<file path="src/rtl/conv_seq_ctrl_pkg.sv">
`default_nettype none
// ============================================================================
// Module      : conv_pkg
// Description : Shared types and constants for the convolution sequencing
//               controller and its window counter.
// Contents    : state_t  - controller state encoding
//               PIX_CNT_W, COORD_W, MAX_MEM_LAT, CMP_W - widths and limits
// Revision    : 1.0 - initial release
// ============================================================================
package conv_pkg;

  typedef enum logic [2:0] {
    IDLE  = 3'd0,
    LOAD  = 3'd1,
    FETCH = 3'd2,
    DRAIN = 3'd3,
    WRITE = 3'd4,
    SLIDE = 3'd5,
    DONE  = 3'd6
  } state_t;

  localparam int PIX_CNT_W   = 10;
  localparam int COORD_W     = 10;
  localparam int MAX_MEM_LAT = 3;
  // One bit wider than the coordinates so W-m / H-m can never wrap.
  localparam int CMP_W       = 11;

  // Zero-extend a kernel side to the comparison width.
  function automatic logic [CMP_W-1:0] ext_m(input logic [3:0] m_in);
    return {{(CMP_W-4){1'b0}}, m_in};
  endfunction

endpackage
`default_nettype wire

</file>
<file path="src/rtl/conv_seq_ctrl_win_counter.sv">
`default_nettype none
// ============================================================================
// Module      : conv_win_counter
// Description : Row-major window origin counter for the convolution
//               sequencer. Clears on i_clr, advances one column per i_adv
//               and wraps to the next row at the right edge.
// Ports       : clk, rstn         - clock, asynchronous active-low reset
//               i_clr             - return to window (0,0)
//               i_adv             - step to the next window
//               i_m               - latched kernel side
//               o_win_col/o_win_row - current window origin
//               o_last            - current window is the final one
// Revision    : 1.0 - initial release
// ============================================================================
module conv_win_counter
  import conv_pkg::*;
#(
  parameter int W = 220,
  parameter int H = 220
) (
  input  logic               clk,
  input  logic               rstn,
  input  logic               i_clr,
  input  logic               i_adv,
  input  logic [3:0]         i_m,
  output logic [COORD_W-1:0] o_win_col,
  output logic [COORD_W-1:0] o_win_row,
  output logic               o_last
);

  localparam logic [CMP_W-1:0] c_w = CMP_W'(W);
  localparam logic [CMP_W-1:0] c_h = CMP_W'(H);

  logic [COORD_W-1:0] r_col;
  logic [COORD_W-1:0] r_row;
  logic [CMP_W-1:0]   w_col_max;
  logic [CMP_W-1:0]   w_row_max;
  logic [CMP_W-1:0]   w_col_ext;
  logic [CMP_W-1:0]   w_row_ext;

  assign w_col_max = c_w - ext_m(i_m);
  assign w_row_max = c_h - ext_m(i_m);
  assign w_col_ext = {1'b0, r_col};
  assign w_row_ext = {1'b0, r_row};

  always_ff @(posedge clk or negedge rstn) begin
    if (!rstn) begin
      r_col <= '0;
      r_row <= '0;
    end else if (i_clr) begin
      r_col <= '0;
      r_row <= '0;
    end else if (i_adv) begin
      if (w_col_ext < w_col_max) begin
        r_col <= r_col + 1'b1;
      end else begin
        r_col <= '0;
        r_row <= r_row + 1'b1;
      end
    end
  end

  assign o_win_col = r_col;
  assign o_win_row = r_row;
  assign o_last    = (w_col_ext == w_col_max) && (w_row_ext == w_row_max);

endmodule
`default_nettype wire

</file>
<file path="src/rtl/conv_seq_ctrl.sv">
`default_nettype none
// ============================================================================
// Module      : conv_seq_ctrl
// Description : Sequencing controller for the convolution address generator
//               and MAC datapath. Per start, walks an m x m kernel over a
//               W x H image (row-major, stride 1), issuing fetch, MAC
//               enable/clear, a result handshake and a slide pulse per window.
// Ports       : clk, rstn          - clock, asynchronous active-low reset
//               start, m           - start request and kernel side
//               res_ready          - result sink ready
//               fetch, slide       - fetch enable, window-advance pulse
//               pixel_count        - kernel element index
//               mac_clr, mac_en    - accumulator clear / enable
//               res_valid          - result valid
//               busy, done, err    - status
//               win_col, win_row   - window origin
//               stall_cycles       - only with CONV_STALL_CNT_EN
// Options     : CONV_STALL_CNT_EN  - adds the 32-bit WRITE stall counter
// Revision    : 1.0 - initial release
// ============================================================================
module conv_seq_ctrl
  import conv_pkg::*;
#(
  parameter int W       = 220,
  parameter int H       = 220,
  parameter int MAX_M   = 7,
  parameter int MEM_LAT = 1
) (
  input  logic                 clk,
  input  logic                 rstn,
  input  logic                 start,
  input  logic [3:0]           m,
  input  logic                 res_ready,
  output logic                 fetch,
  output logic                 slide,
  output logic [PIX_CNT_W-1:0] pixel_count,
  output logic                 mac_clr,
  output logic                 mac_en,
  output logic                 res_valid,
  output logic                 busy,
  output logic                 done,
  output logic                 err,
  output logic [COORD_W-1:0]   win_col,
  output logic [COORD_W-1:0]   win_row
`ifdef CONV_STALL_CNT_EN
  ,
  output logic [31:0]          stall_cycles
`endif
);

  localparam int               c_drain_w    = $clog2(MAX_MEM_LAT + 1);
  localparam logic [c_drain_w-1:0] c_drain_last = c_drain_w'(MEM_LAT - 1);
  localparam logic [CMP_W-1:0] c_max_m = CMP_W'(MAX_M);
  localparam logic [CMP_W-1:0] c_w     = CMP_W'(W);
  localparam logic [CMP_W-1:0] c_h     = CMP_W'(H);

  state_t                 r_state;
  logic [3:0]             r_m;
  logic [6:0]             r_msq;
  logic [PIX_CNT_W-1:0]   r_pix;
  logic [c_drain_w-1:0]   r_drain;
  logic                   r_fetch;
  logic                   r_slide;
  logic                   r_res_valid;
  logic                   r_busy;
  logic                   r_done;
  logic                   r_err;

  logic                   w_m_ok;
  logic [6:0]             w_msq;
  logic [PIX_CNT_W-1:0]   w_pix_last;
  logic                   w_last;
  logic                   w_first_beat;
  logic                   w_mac_en;
  logic                   w_mac_clr;

  assign w_m_ok = (m != 4'd0) && (ext_m(m) <= c_max_m) &&
                  (ext_m(m) <= c_w) && (ext_m(m) <= c_h);

  // m <= 7 is guaranteed by the start check, so 7 bits hold m*m.
  assign w_msq      = {3'd0, r_m} * {3'd0, r_m};
  assign w_pix_last = {3'd0, r_msq} - 10'd1;

  // ---------------------------------------------------------------------------
  // Controller FSM; every output is a flop written alongside the transition.
  // ---------------------------------------------------------------------------
  always_ff @(posedge clk or negedge rstn) begin
    if (!rstn) begin
      r_state     <= IDLE;
      r_m         <= '0;
      r_msq       <= '0;
      r_pix       <= '0;
      r_drain     <= '0;
      r_fetch     <= 1'b0;
      r_slide     <= 1'b0;
      r_res_valid <= 1'b0;
      r_busy      <= 1'b0;
      r_done      <= 1'b0;
      r_err       <= 1'b0;
    end else begin
      r_slide <= 1'b0;
      r_done  <= 1'b0;
      r_err   <= 1'b0;
      case (r_state)
        IDLE: begin
          if (start) begin
            if (w_m_ok) begin
              r_m     <= m;
              r_busy  <= 1'b1;
              r_state <= LOAD;
            end else begin
              r_err <= 1'b1;
            end
          end
        end
        LOAD: begin
          r_msq   <= w_msq;
          r_pix   <= '0;
          r_fetch <= 1'b1;
          r_state <= FETCH;
        end
        FETCH: begin
          if (r_pix == w_pix_last) begin
            r_fetch <= 1'b0;
            r_drain <= '0;
            r_state <= DRAIN;
          end else begin
            r_pix <= r_pix + 1'b1;
          end
        end
        DRAIN: begin
          // Leave once the final fetch has emerged as a mac_en beat.
          if (r_drain == c_drain_last) begin
            r_res_valid <= 1'b1;
            r_state     <= WRITE;
          end else begin
            r_drain <= r_drain + 1'b1;
          end
        end
        WRITE: begin
          if (res_ready) begin
            r_res_valid <= 1'b0;
            if (w_last) begin
              r_done  <= 1'b1;
              r_state <= DONE;
            end else begin
              r_slide <= 1'b1;
              r_pix   <= '0;
              r_state <= SLIDE;
            end
          end
        end
        SLIDE: begin
          r_fetch <= 1'b1;
          r_state <= FETCH;
        end
        DONE: begin
          r_busy  <= 1'b0;
          r_state <= IDLE;
        end
        default: begin
          r_state <= IDLE;
        end
      endcase
    end
  end

  // ---------------------------------------------------------------------------
  // Memory-latency alignment of the MAC controls.
  // ---------------------------------------------------------------------------
  assign w_first_beat = r_fetch && (r_pix == '0);

  generate
    if (MEM_LAT <= 1) begin : g_lat_one
      logic r_en_q;
      logic r_clr_q;
      always_ff @(posedge clk or negedge rstn) begin
        if (!rstn) begin
          r_en_q  <= 1'b0;
          r_clr_q <= 1'b0;
        end else begin
          r_en_q  <= r_fetch;
          r_clr_q <= w_first_beat;
        end
      end
      assign w_mac_en  = r_en_q;
      assign w_mac_clr = r_clr_q;
    end else begin : g_lat_multi
      logic [MEM_LAT-1:0] r_en_q;
      logic [MEM_LAT-1:0] r_clr_q;
      always_ff @(posedge clk or negedge rstn) begin
        if (!rstn) begin
          r_en_q  <= '0;
          r_clr_q <= '0;
        end else begin
          r_en_q  <= {r_en_q[MEM_LAT-2:0], r_fetch};
          r_clr_q <= {r_clr_q[MEM_LAT-2:0], w_first_beat};
        end
      end
      assign w_mac_en  = r_en_q[MEM_LAT-1];
      assign w_mac_clr = r_clr_q[MEM_LAT-1];
    end
  endgenerate

  conv_win_counter #(
    .W (W),
    .H (H)
  ) u_win_counter (
    .clk       (clk),
    .rstn      (rstn),
    .i_clr     (r_state == LOAD),
    .i_adv     (r_state == SLIDE),
    .i_m       (r_m),
    .o_win_col (win_col),
    .o_win_row (win_row),
    .o_last    (w_last)
  );

`ifdef CONV_STALL_CNT_EN
  logic [31:0] r_stall;
  always_ff @(posedge clk or negedge rstn) begin
    if (!rstn) begin
      r_stall <= '0;
    end else if ((r_state == IDLE) && start && w_m_ok) begin
      r_stall <= '0;
    end else if ((r_state == WRITE) && !res_ready && (r_stall != 32'hFFFF_FFFF)) begin
      r_stall <= r_stall + 32'd1;
    end
  end
  assign stall_cycles = r_stall;
`endif

  assign fetch       = r_fetch;
  assign slide       = r_slide;
  assign pixel_count = r_pix;
  assign mac_clr     = w_mac_clr;
  assign mac_en      = w_mac_en;
  assign res_valid   = r_res_valid;
  assign busy        = r_busy;
  assign done        = r_done;
  assign err         = r_err;

endmodule
`default_nettype wire

</file>
<file path="config.mk">
export PLATFORM = sky130hd
export DESIGN_NAME = conv_seq_ctrl
export DESIGN_NICKNAME = d
export VERILOG_FILES = /design/src/rtl/conv_seq_ctrl_pkg.sv /design/src/rtl/conv_seq_ctrl_win_counter.sv /design/src/rtl/conv_seq_ctrl.sv
export SDC_FILE = /design/constraint.sdc
export NUM_CORES = 1
export LEC_CHECK = 0
export BUFFER_PORTS_ARGS = -buffer_cell sky130_fd_sc_hd__buf_2
export CORE_MARGIN = 4
export CORE_UTILIZATION = 35
export CTS_CLUSTER_DIAMETER = 30
export DETAILED_ROUTE_END_ITERATION = 8
export PLACE_DENSITY = 0.67
export SYNTH_ARGS = -nofsm -noshare
export SYNTH_HDL_FRONTEND = slang
export SYNTH_HIERARCHICAL = 1
export SYNTH_SLANG_ARGS = --single-unit
export TNS_END_PERCENT = 100
</file>
<file path="constraint.sdc">
create_clock -name clk -period 3 [get_ports clk]
set_clock_uncertainty 0.2 [all_clocks]
set_input_delay 0.6 -clock clk [delete_from_list [all_inputs] [get_ports clk]]
set_output_delay 0.6 -clock clk [all_outputs]
set_load 0.005 [all_outputs]
</file>
==> results.py <==
metrics = {
    "layout": {
        "nets": 429,
        "diodes": 0,
        "drive_above_1_share": 0.246,
        "syn_to_final_growth_pct": 18.4,
        "fin_cells": 518,
        "fillCellCount": 920,
        "post-route-util": 0.426,
    },
    "detailed_routing": {
        "avgRoutedWirePerCell_microns": 15.7,
        "antenna_left": 0,
        "routed_wl_microns": 8120,
        "drc": 0,
        "drt-vias-per-instance": 5.51,
        "num_vias": 2854,
        "drtIter0Drc": 147,
        "dr.pass1.iters": 4,
    },
    "critical_path": {
        "worstSetupPathType": "register to register",
        "worstSetupEndpointType": "register",
        "path_cells": "inv_1 > ha_4 > nand3b_1 > inv_1 > ha_1 > and3b_1 > nand4_1 > nor3_2 > and3_4 > nor3_2 > o21ai_2 > and2_4 > buf_4 > o41ai_1",
        "r2r_slack_ns": 0.11,
        "cp_slowest_cell": "dfrtp_1",
        "rr_worst_depth": 14,
        "critPathMaxFanout": 5,
        "reg2reg_from": "r_m[1]",
        "start_kind": "register",
        "crit_arrival_ns": 2.89,
        "max_stage_delay_ns": 0.42,
        "cp.required_ns": 3.00,
        "r2r-end": "pixel_count[7]",
    },
    "synth": {
        "synth_async_sr_flop_share": 1.00,
        "synth_enable_flop_cells": 0,
        "syn_area_sq_mm": 0.00331,
        "syn_avg_cell_area_sq_um": 9.36,
        "yosys_warnings": 6,
        "ys_seq_elements": 53,
        "synth_fp_nets": 376,
        "synth-main-ff-cell": "dfrtp_1",
        "yosysSeqAreaShare": 0.401,
        "synth.distinct_cells": 60,
        "syn_inst": 353,
    },
    "pwr": {
        "ir_drop_v": 0.000446,
        "power.leakage_uw": 0.00186,
        "p_per_area_mw_per_mm2": 743,
    },
    "global_routing": {
        "grt_pass1_wl_microns": 13400,
        "use_met1": 0.196,
        "grt.busiest_layer": "met2",
        "grt_max_degree": 22,
        "grt_usage": 0.145,
        "overflow": 0,
        "grt_use_met2": 0.240,
        "first_global_vias": 2847,
        "grt_antenna_before_repair": 0,
        "grt_use_met3": 0.0290,
    },
    "floorplan": {
        "io_pins": 46,
        "rows": 35,
        "die_h_microns": 105,
        "die_w_microns": 105,
        "die-area_sq_mm": 0.0111,
        "initial_core_util": 0.359,
        "fp.coreArea_sq_mm": 0.00920,
    },
    "placed_design": {
        "hpwl_microns": 6030,
        "port_buffers": 45,
        "post-place-cells": 509,
        "dpl_worst_slack_ns": 0.0608,
        "place_congestion": 0.858,
    },
    "min_path": {
        "hold_class": "input port to asynchronous set/reset pin",
    },
    "clock_network": {
        "insertion_delay_ns": 0.31,
        "post_cts_hold_buffer_count": 0,
        "cts_tree": "yes",
        "cts-buffers-inserted": 5,
        "htree_num_levels": 2,
        "root_buffer": "clkbuf_8",
        "path_clk_slew_ns": 0.10,
        "cts_sinks": 53,
        "cts.path.max_buffers": 2,
    },
    "sta": {
        "fin_crit_ns": 2.89,
        "setup_ws_ns": 0.111,
        "whs_ns": 0.0126,
        "max_slew_margin": 0.583,
        "fmax_ghz": 0.346,
        "fin_setup_tns_ns": 0,
        "period_share": 0.963,
        "hold_viol": 0,
        "worstMarginPinSlew_ns": 0.624,
        "finalSetupViolCount": 0,
        "drv_slew": 0,
    },
    "outcome": {
        "outcome": "finished, final reports clean",
    },
    "run": {
        "cap_violations": 0,
    },
}
cell type report:
class	instances	area, sq um	share of cell area
Clock buffer	6	82.6	0.0211
Timing Repair Buffer	60	342	0.0873
Clock inverter	2	37.5	0.00959
Inverter	21	78.8	0.0201
Multi-Input combinational cell	265	1910	0.487
Tap cell	111	139	0.0355
Sequential cell	53	1330	0.340
routing by layer:
layer	routed length (microns)	part of all wire	up-vias
met3	303	0.037	7
li1	-	-	1391
met5	0	0	-
met1	3780	0.47	1397
met4	63	0.0078	0
met2	3980	0.49	59
registers in the layout, summed over array words and instances, names as in the netlist:
name,flops
pixel_count,10
done,1
u_win_counter/o_win_col,10
mac_en,1
r_msq,6
u_win_counter/o_win_row,10
err,1
busy,1
mac_clr,1
res_valid,1
fetch,1
r_drain,2
r_m,4
r_state,3
slide,1
cells in the final DEF, fill, tap and decap left out, types with 13 or more instances in the layout:
cell     netlist  layout
nand3_1       20      20
inv_1         20      19
buf_4          1      14
buf_2          1      45
a21oi_1       15      15
nand2_1       24      24
mux2_2        13      13
dfrtp_1       53      51
ha_1          15      14
nor2_1        17      17
how the worst max path moves through the flow:
| stage | startpoint | to | slack (ns) | depth (start not counted) |
|---|---|---|---|---|
| after floorplan | r_m[0] | pixel_count[9] | 0.003 | 15 |
| after global placement | r_m[0] | pixel_count[9] | 0.18 | 14 |
| after detailed placement | r_m[1] | pixel_count[5] | 0.06 | 12 |
| after CTS | r_m[1] | pixel_count[5] | 0.02 | 12 |
| after global routing | r_m[1] | pixel_count[0] | -0.01 | 14 |
| final | r_m[1] | pixel_count[7] | 0.11 | 14 |
cells in the mapped netlist, types with 10 or more instances:
cell	number	area share
a21oi_1	15	0.023
and2_1	10	0.019
clkbuf_1	10	0.011
dfrtp_1	53	0.40
ha_1	15	0.057
inv_1	20	0.023
mux2_2	13	0.044
nand2_1	24	0.027
nand3_1	20	0.030
nor2_1	17	0.019
nor2b_1	12	0.023
nor3_1	14	0.021
o21ai_0	13	0.020
kinds of logic (layout without fill, tap and decap cells):
group / count (synthesis) / count (layout) / synth area share
AO/OA/AOI/OAI: 78 / 78 / 0.161
XOR/XNOR: 18 / 18 / 0.0522
adder cells (fa/ha/maj): 15 / 15 / 0.0568
buffers and inverters: 35 / 89 / 0.0458
flip-flops: 53 / 53 / 0.401
multiplexers: 14 / 14 / 0.0473
AND/OR/NAND/NOR: 140 / 140 / 0.235
metrics by stage:
stage	instance area, sq um	power [uW]
detailed placement	3710	2310
global placement	3710	2280
CTS	3830	2840
global route	3910	3160
floorplan	3320	1930
finish	3910	2910
critical path: cells and delay by family (launching register included):
kind / cells / cell delay, ns
AOI/OAI and AO/OA: 2 / 0.42
buffers and inverters: 3 / 0.32
and+or+nand+nor: 7 / 0.98
adders and majority gates: 2 / 0.45
DFF: 1 / 0.42
report_power, final:
part | switching, uW | internal, uW | total [uW] | leakage [uW]
registers | 198 | 857 | 1060 | 0.000694
logic | 712 | 628 | 1340 | 0.00111
clock network | 242 | 272 | 514 | 0.0000574
total | 1150 | 1760 | 2910 | 0.00186
timing repair:
item / 4_1_cts / 5_1_grt
endpoints found under the setup margin: 0 / 10
resized for setup: 0 / 13
setup buffers: 0 / 1
No activity file was read; power rests on OpenSTA's default activity.
